<file path="config.mk">
export PLATFORM = sky130hd
export DESIGN_NAME = jk_counter_n
export DESIGN_NICKNAME = d
export VERILOG_FILES = /design/src/rtl/jk_counter_n.sv
export SDC_FILE = /design/constraint.sdc
export NUM_CORES = 1
export LEC_CHECK = 0
export CAP_MARGIN = 10
export CORE_MARGIN = 2
export CORE_UTILIZATION = 45
export CTS_CLUSTER_SIZE = 25
export DETAILED_ROUTE_END_ITERATION = 12
export GPL_ROUTABILITY_DRIVEN = 0
export GPL_TIMING_DRIVEN = 0
export PLACE_DENSITY_LB_ADDON = 0.2
export SYNTH_ARGS = -nofsm -noshare
export SYNTH_HDL_FRONTEND = slang
export SYNTH_HIERARCHICAL = 1
export SYNTH_SLANG_ARGS = --single-unit
</file>
<file path="constraint.sdc">
create_clock -name clk -period 3.9 [get_ports clk]
set_input_delay 1.17 -clock clk [delete_from_list [all_inputs] [get_ports clk]]
set_output_delay 1.17 -clock clk [all_outputs]
set_load 0.01 [all_outputs]
</file>
<file path="src/rtl/jk_counter_n.sv">
// N-bit JK flip-flop state machine: hold / binary up / binary down / Gray up / load.
// Next state is chosen first; each bit then derives its J/K excitation from it.

module jk_ff (
   input  logic clk,
   input  logic j,
   input  logic k,
   output logic q
);
   logic r_q;

   // Characteristic equation only; reset reaches the flop as J=0, K=q.
   always_ff @(posedge clk)
      r_q <= (j & ~r_q) | (~k & r_q);

   assign q = r_q;
endmodule

module jk_counter_n #(
   parameter int WIDTH = 4
) (
   input  logic             clk,
   input  logic             reset,
   input  logic             en,
   input  logic [1:0]       mode,
   input  logic             load,
   input  logic [WIDTH-1:0] d,
   output logic [WIDTH-1:0] q,
   output logic [WIDTH-1:0] j,
   output logic [WIDTH-1:0] k,
   output logic             tc,
   output logic             wrap
);
   localparam logic [1:0] M_HOLD = 2'b00;
   localparam logic [1:0] M_UP   = 2'b01;
   localparam logic [1:0] M_DOWN = 2'b10;
   localparam logic [1:0] M_GRAY = 2'b11;
   localparam logic [WIDTH-1:0] GRAY_TOP = {1'b1, {(WIDTH-1){1'b0}}};

   logic [WIDTH-1:0] r_q;
   logic [WIDTH-1:0] w_next;
   logic [WIDTH-1:0] w_j;
   logic [WIDTH-1:0] w_k;
   logic [WIDTH-1:0] w_gbin_inc;
   logic [WIDTH-1:0] w_gray_next;
   logic             w_step;
   logic             w_tc;
   logic             r_wrap;

   function automatic logic [WIDTH-1:0] gray2bin(input logic [WIDTH-1:0] g);
      logic [WIDTH-1:0] b;
      b[WIDTH-1] = g[WIDTH-1];
      for (int i = WIDTH - 2; i >= 0; i--)
         b[i] = b[i+1] ^ g[i];
      return b;
   endfunction

   // Current state is reinterpreted as Gray code, no conversion on mode switch.
   assign w_gbin_inc  = gray2bin(r_q) + WIDTH'(1);
   assign w_gray_next = w_gbin_inc ^ (w_gbin_inc >> 1);
   assign w_step      = en & ~load & ~reset;

   always_comb begin
      w_next = r_q;
      if (reset)
         w_next = '0;
      else if (load)
         w_next = d;
      else if (en) begin
         case (mode)
            M_UP:    w_next = r_q + WIDTH'(1);
            M_DOWN:  w_next = r_q - WIDTH'(1);
            M_GRAY:  w_next = w_gray_next;
            default: w_next = r_q;
         endcase
      end
   end

   always_comb begin
      w_tc = 1'b0;
      if (w_step) begin
         case (mode)
            M_UP:    w_tc = &r_q;
            M_DOWN:  w_tc = ~|r_q;
            M_GRAY:  w_tc = (r_q == GRAY_TOP);
            M_HOLD:  w_tc = 1'b0;
            default: w_tc = 1'b0;
         endcase
      end
   end

   // Don't-care excitation forced to 0.
   assign w_j = ~r_q & w_next;
   assign w_k = r_q & ~w_next;

   for (genvar gi = 0; gi < WIDTH; gi++) begin : g_ff
      jk_ff u_ff (
         .clk (clk),
         .j   (w_j[gi]),
         .k   (w_k[gi]),
         .q   (r_q[gi])
      );
   end

   always_ff @(posedge clk) begin
      if (reset)
         r_wrap <= 1'b0;
      else
         r_wrap <= w_tc;
   end

   assign q    = r_q;
   assign j    = w_j;
   assign k    = w_k;
   assign tc   = w_tc;
   assign wrap = r_wrap;
endmodule
</file>
==> flow_summary_export.csv <==
group,metric,value,unit
status,outcome,"complete, but fails checks",
status,violations,"setup timing",
logic_synthesis,synth_top_area_cell,"ha_1",
sta,max_freq,256,MHz
floorplan,dieArea,2030,µm²
global_route,grt_first_pass_wirelength,3.88,mm
clocking,tritoncts,"done",
global_route,grtUsageMet3,5.60,%
worst_setup_path,crit_chain,"clkbuf_4 -> inv_2 -> ha_4 -> or3b_4 -> a211oi_1 -> o31a_1 -> buf_2",
power,comb_power_share,76.0,%
clocking,cts_buffers,3,
power,clkPwrFrac,8.9,%
detailed_routing,wl,2.62,mm
placed_design,portBuffers,22,
worst_setup_path,cp.required,2.73,ns
logic_synthesis,synthMuxAreaShare,9.23,%
detailed_routing,drtIter0Drc,33,
detailed_routing,dr_total_vias,951,
logic_synthesis,synth_area_leaders,"ha_1 16%, dfxtp_1 13%, mux2i_1 9.2%, inv_1 7.4%, a21oi_1 4.0%",
power,seqPwrFrac,15.2,%
global_route,track_usage,26.2,%
sta,fin_crit_sh,100,%
floorplan,die_y,45.1,µm
sta,timing.final.ws_setup,-0.00690,ns
worst_setup_path,critPathCaptureType,"primary output",
worst_setup_path,rr_worst_depth,18,
power,swShare,47.2,%
sta,relSlewSlack,75.7,%
worst_setup_path,slowest_delay,0.45,ns
power,ir_drop,370,µV
logic_synthesis,netlist_instances,99,
sta,min_period,3.91,ns
global_route,first_global_vias,882,
clocking,cts.sinks,5,
global_route,grt_max_degree,11,
clocking,cts.clk_slew.worst_paths,0.05,ns
floorplan,initial_core_util,49.3,%
detailed_routing,ant_nets,0,
global_route,grt_overflow,0,
layout,n_fill_cell,109,
detailed_routing,dr.pass1.iters,4,
job,maxCapViolCount,0,
detailed_routing,drc,0,
layout,synthToLayoutAreaGrowth,65.4,%
clocking,cts_max_level,1,
clocking,clk_latency,0.26,ns
logic_synthesis,synth.avg_cell_area,7.67,µm²
logic_synthesis,synth_top_area_share,16.5,%
layout,layout_common_cells,"18 x buf_4, 12 x inv_1, 9 x clkdlybuf4s50_1",
worst_setup_path,cp.arrival,2.74,ns
placed_design,dp_hpwl,1.54,mm
logic_synthesis,synthAdderAreaFrac,16.5,%
logic_synthesis,synth_compound_area_share,25.4,%
floorplan,rows,14,
layout,drive_gt1_share,37.6,%
power,power.leakage,0.000592,µW
clocking,clk_path_buf_depth,2,
layout,n_antenna_cell,0,
floorplan,core-area,1540,µm²
logic_synthesis,synthXorXnorAreaFrac,4.61,%
global_route,met2_usage,46.0,%
sta,clock_skew,0.00104,ns
power,p_switching,360,µW
power,power_density,607,nW/µm²
sta,tightestPinTransition,0.362,ns
logic_synthesis,ys_ff_latch,5,
worst_setup_path,critPathLaunchType,"input port",
worst_hold_path,hold_path_class,"reg2reg",
sta,tns,-0.00690,ns
worst_hold_path,worstHoldPathCells,1,
global_route,grt_antenna_before_repair,0,
logic_synthesis,synth_nets,119,
global_route,grt_use_met1,30.7,%
worst_setup_path,cp_slowest_cell,"or3b_4",
logic_synthesis,synth_top_family_by_area,"compound AO/OA/AOI/OAI gates",
clocking,cts_root_buf,"clkbuf_4",
logic_synthesis,synthesis.area,759,µm²
logic_synthesis,synth_cell_types,32,
layout,final_common_cell,"buf_4",
global_route,top_usage_layer,"met2",
power,power.internal,403,µW
sta,hold_viol,0,
floorplan,die_x,45.1,µm
logic_synthesis,ys_seq_area_share,13.2,%
sta,slew_violations,0,
detailed_routing,avgRoutedWirePerCell,16.7,µm
sta,report.final.setup_viol,1,
logic_synthesis,yosys.area_share.simple,19.9,%
layout,nets,162,
worst_setup_path,criticalPathCategory,"in2out",
clocking,cts_hold_buf,0,
detailed_routing,drt-vias-per-instance,6.06,
logic_synthesis,yosys_warnings,6,
worst_setup_path,worstPathMaxFanout,5,
power,p_total,762,µW
floorplan,ios,24,
==> power groups by stage <==
stage	sequential, µW	clock, µW	combinational, µW
floorplan	112	0	283
global placement	109	0	427
detailed placement	109	0	446
CTS	111	65.5	518
global route	121	70.0	620
finish	116	67.5	579
==> layer usage <==
layer	vias to the layer above	wire, µm	part of all wire (%)
met5	-	0	0
met4	0	53	2.0
met3	7	167	6.4
met2	41	1390	53
met1	464	1010	39
li1	439	-	-
==> path summary, 6_finish.rpt <==
kind	start	end	slack (ns)
setup / recovery	mode[1]	j[2]	-0.007
hold / removal	g_ff[1].u_ff/q	g_ff[1].u_ff/q	0.51
setup reg to reg	g_ff[2].u_ff/q	g_ff[2].u_ff/q	0.43
hold reg to reg	g_ff[1].u_ff/q	g_ff[1].u_ff/q	0.51
==> through the flow <==
step                      util (%)  instances  cell area (µm²)  setup WS [ns]  hold slack, ns
final                         81.5        157             1260       -0.00690           0.510
after global routing          81.5        157             1260        -0.0469           0.533
after CTS                     76.2        152             1170        -0.0165           0.510
after detailed placement      64.9        137             1000          -1.04           0.502
after global placement        64.9        137             1000          -1.02           0.500
after floorplan                  -         99              759          0.149           0.525
==> synth_stat cells (all sizes together) <==
master  count
a211oi      2
nand3       1
o21a        3
a21oi       6
a41oi       1
buf         4
xor2        2
o211a       1
nor2        3
a211o       1
a22oi       1
xnor2       2
inv        15
nor2b       4
nor3        3
o21ai       4
nor4b       3
nand2       8
a31o        1
mux2i       7
o32ai       1
a221oi      2
and2        1
dfxtp       5
nor4        1
ha         10
and3b       2
or3b        1
o311ai      1
o31a        3
==> logic make-up after synthesis <==
family / after synthesis
AOI/OAI and AO/OA: 27
xor gates and xnor gates: 4
adders and majority gates: 10
buffers and inverters: 19
DFF: 5
muxes: 7
and+or+nand+nor: 27
==> registers in the layout, indices dropped and copies added (netlist names) <==
register / cells
wrap: 1
g_ff.u_ff/q: 4
==> worst max-delay path, delay by kind of cell <==
| kind | cells | cell delay [ns] |
|---|---|---|
| AO/OA/AOI/OAI | 2 | 0.59 |
| adder cells (fa/ha/maj) | 1 | 0.18 |
| AND/OR/NAND/NOR | 1 | 0.45 |
| buffers and inverters | 3 | 0.35 |
==> final cells by class <==
type / instances / area, µm² / area share (%)
plain buffers: 4 / 28.8 / 2.29
multi-input cells: 75 / 688 / 54.8
well taps: 16 / 20.0 / 1.59
repair buffers: 38 / 329 / 26.2
inverters: 15 / 58.8 / 4.68
flip-flops and latches: 5 / 105 / 8.37
clock buffers: 4 / 26.3 / 2.09
==> what timing repair did <==
item | in CTS | in global routing
endpoints found under the setup margin | 9 | 8
buffers inserted | 11 | 5
pin swaps | 6 | 5
gates resized for setup | 52 | 12
Power figures use the tool's default switching activity.
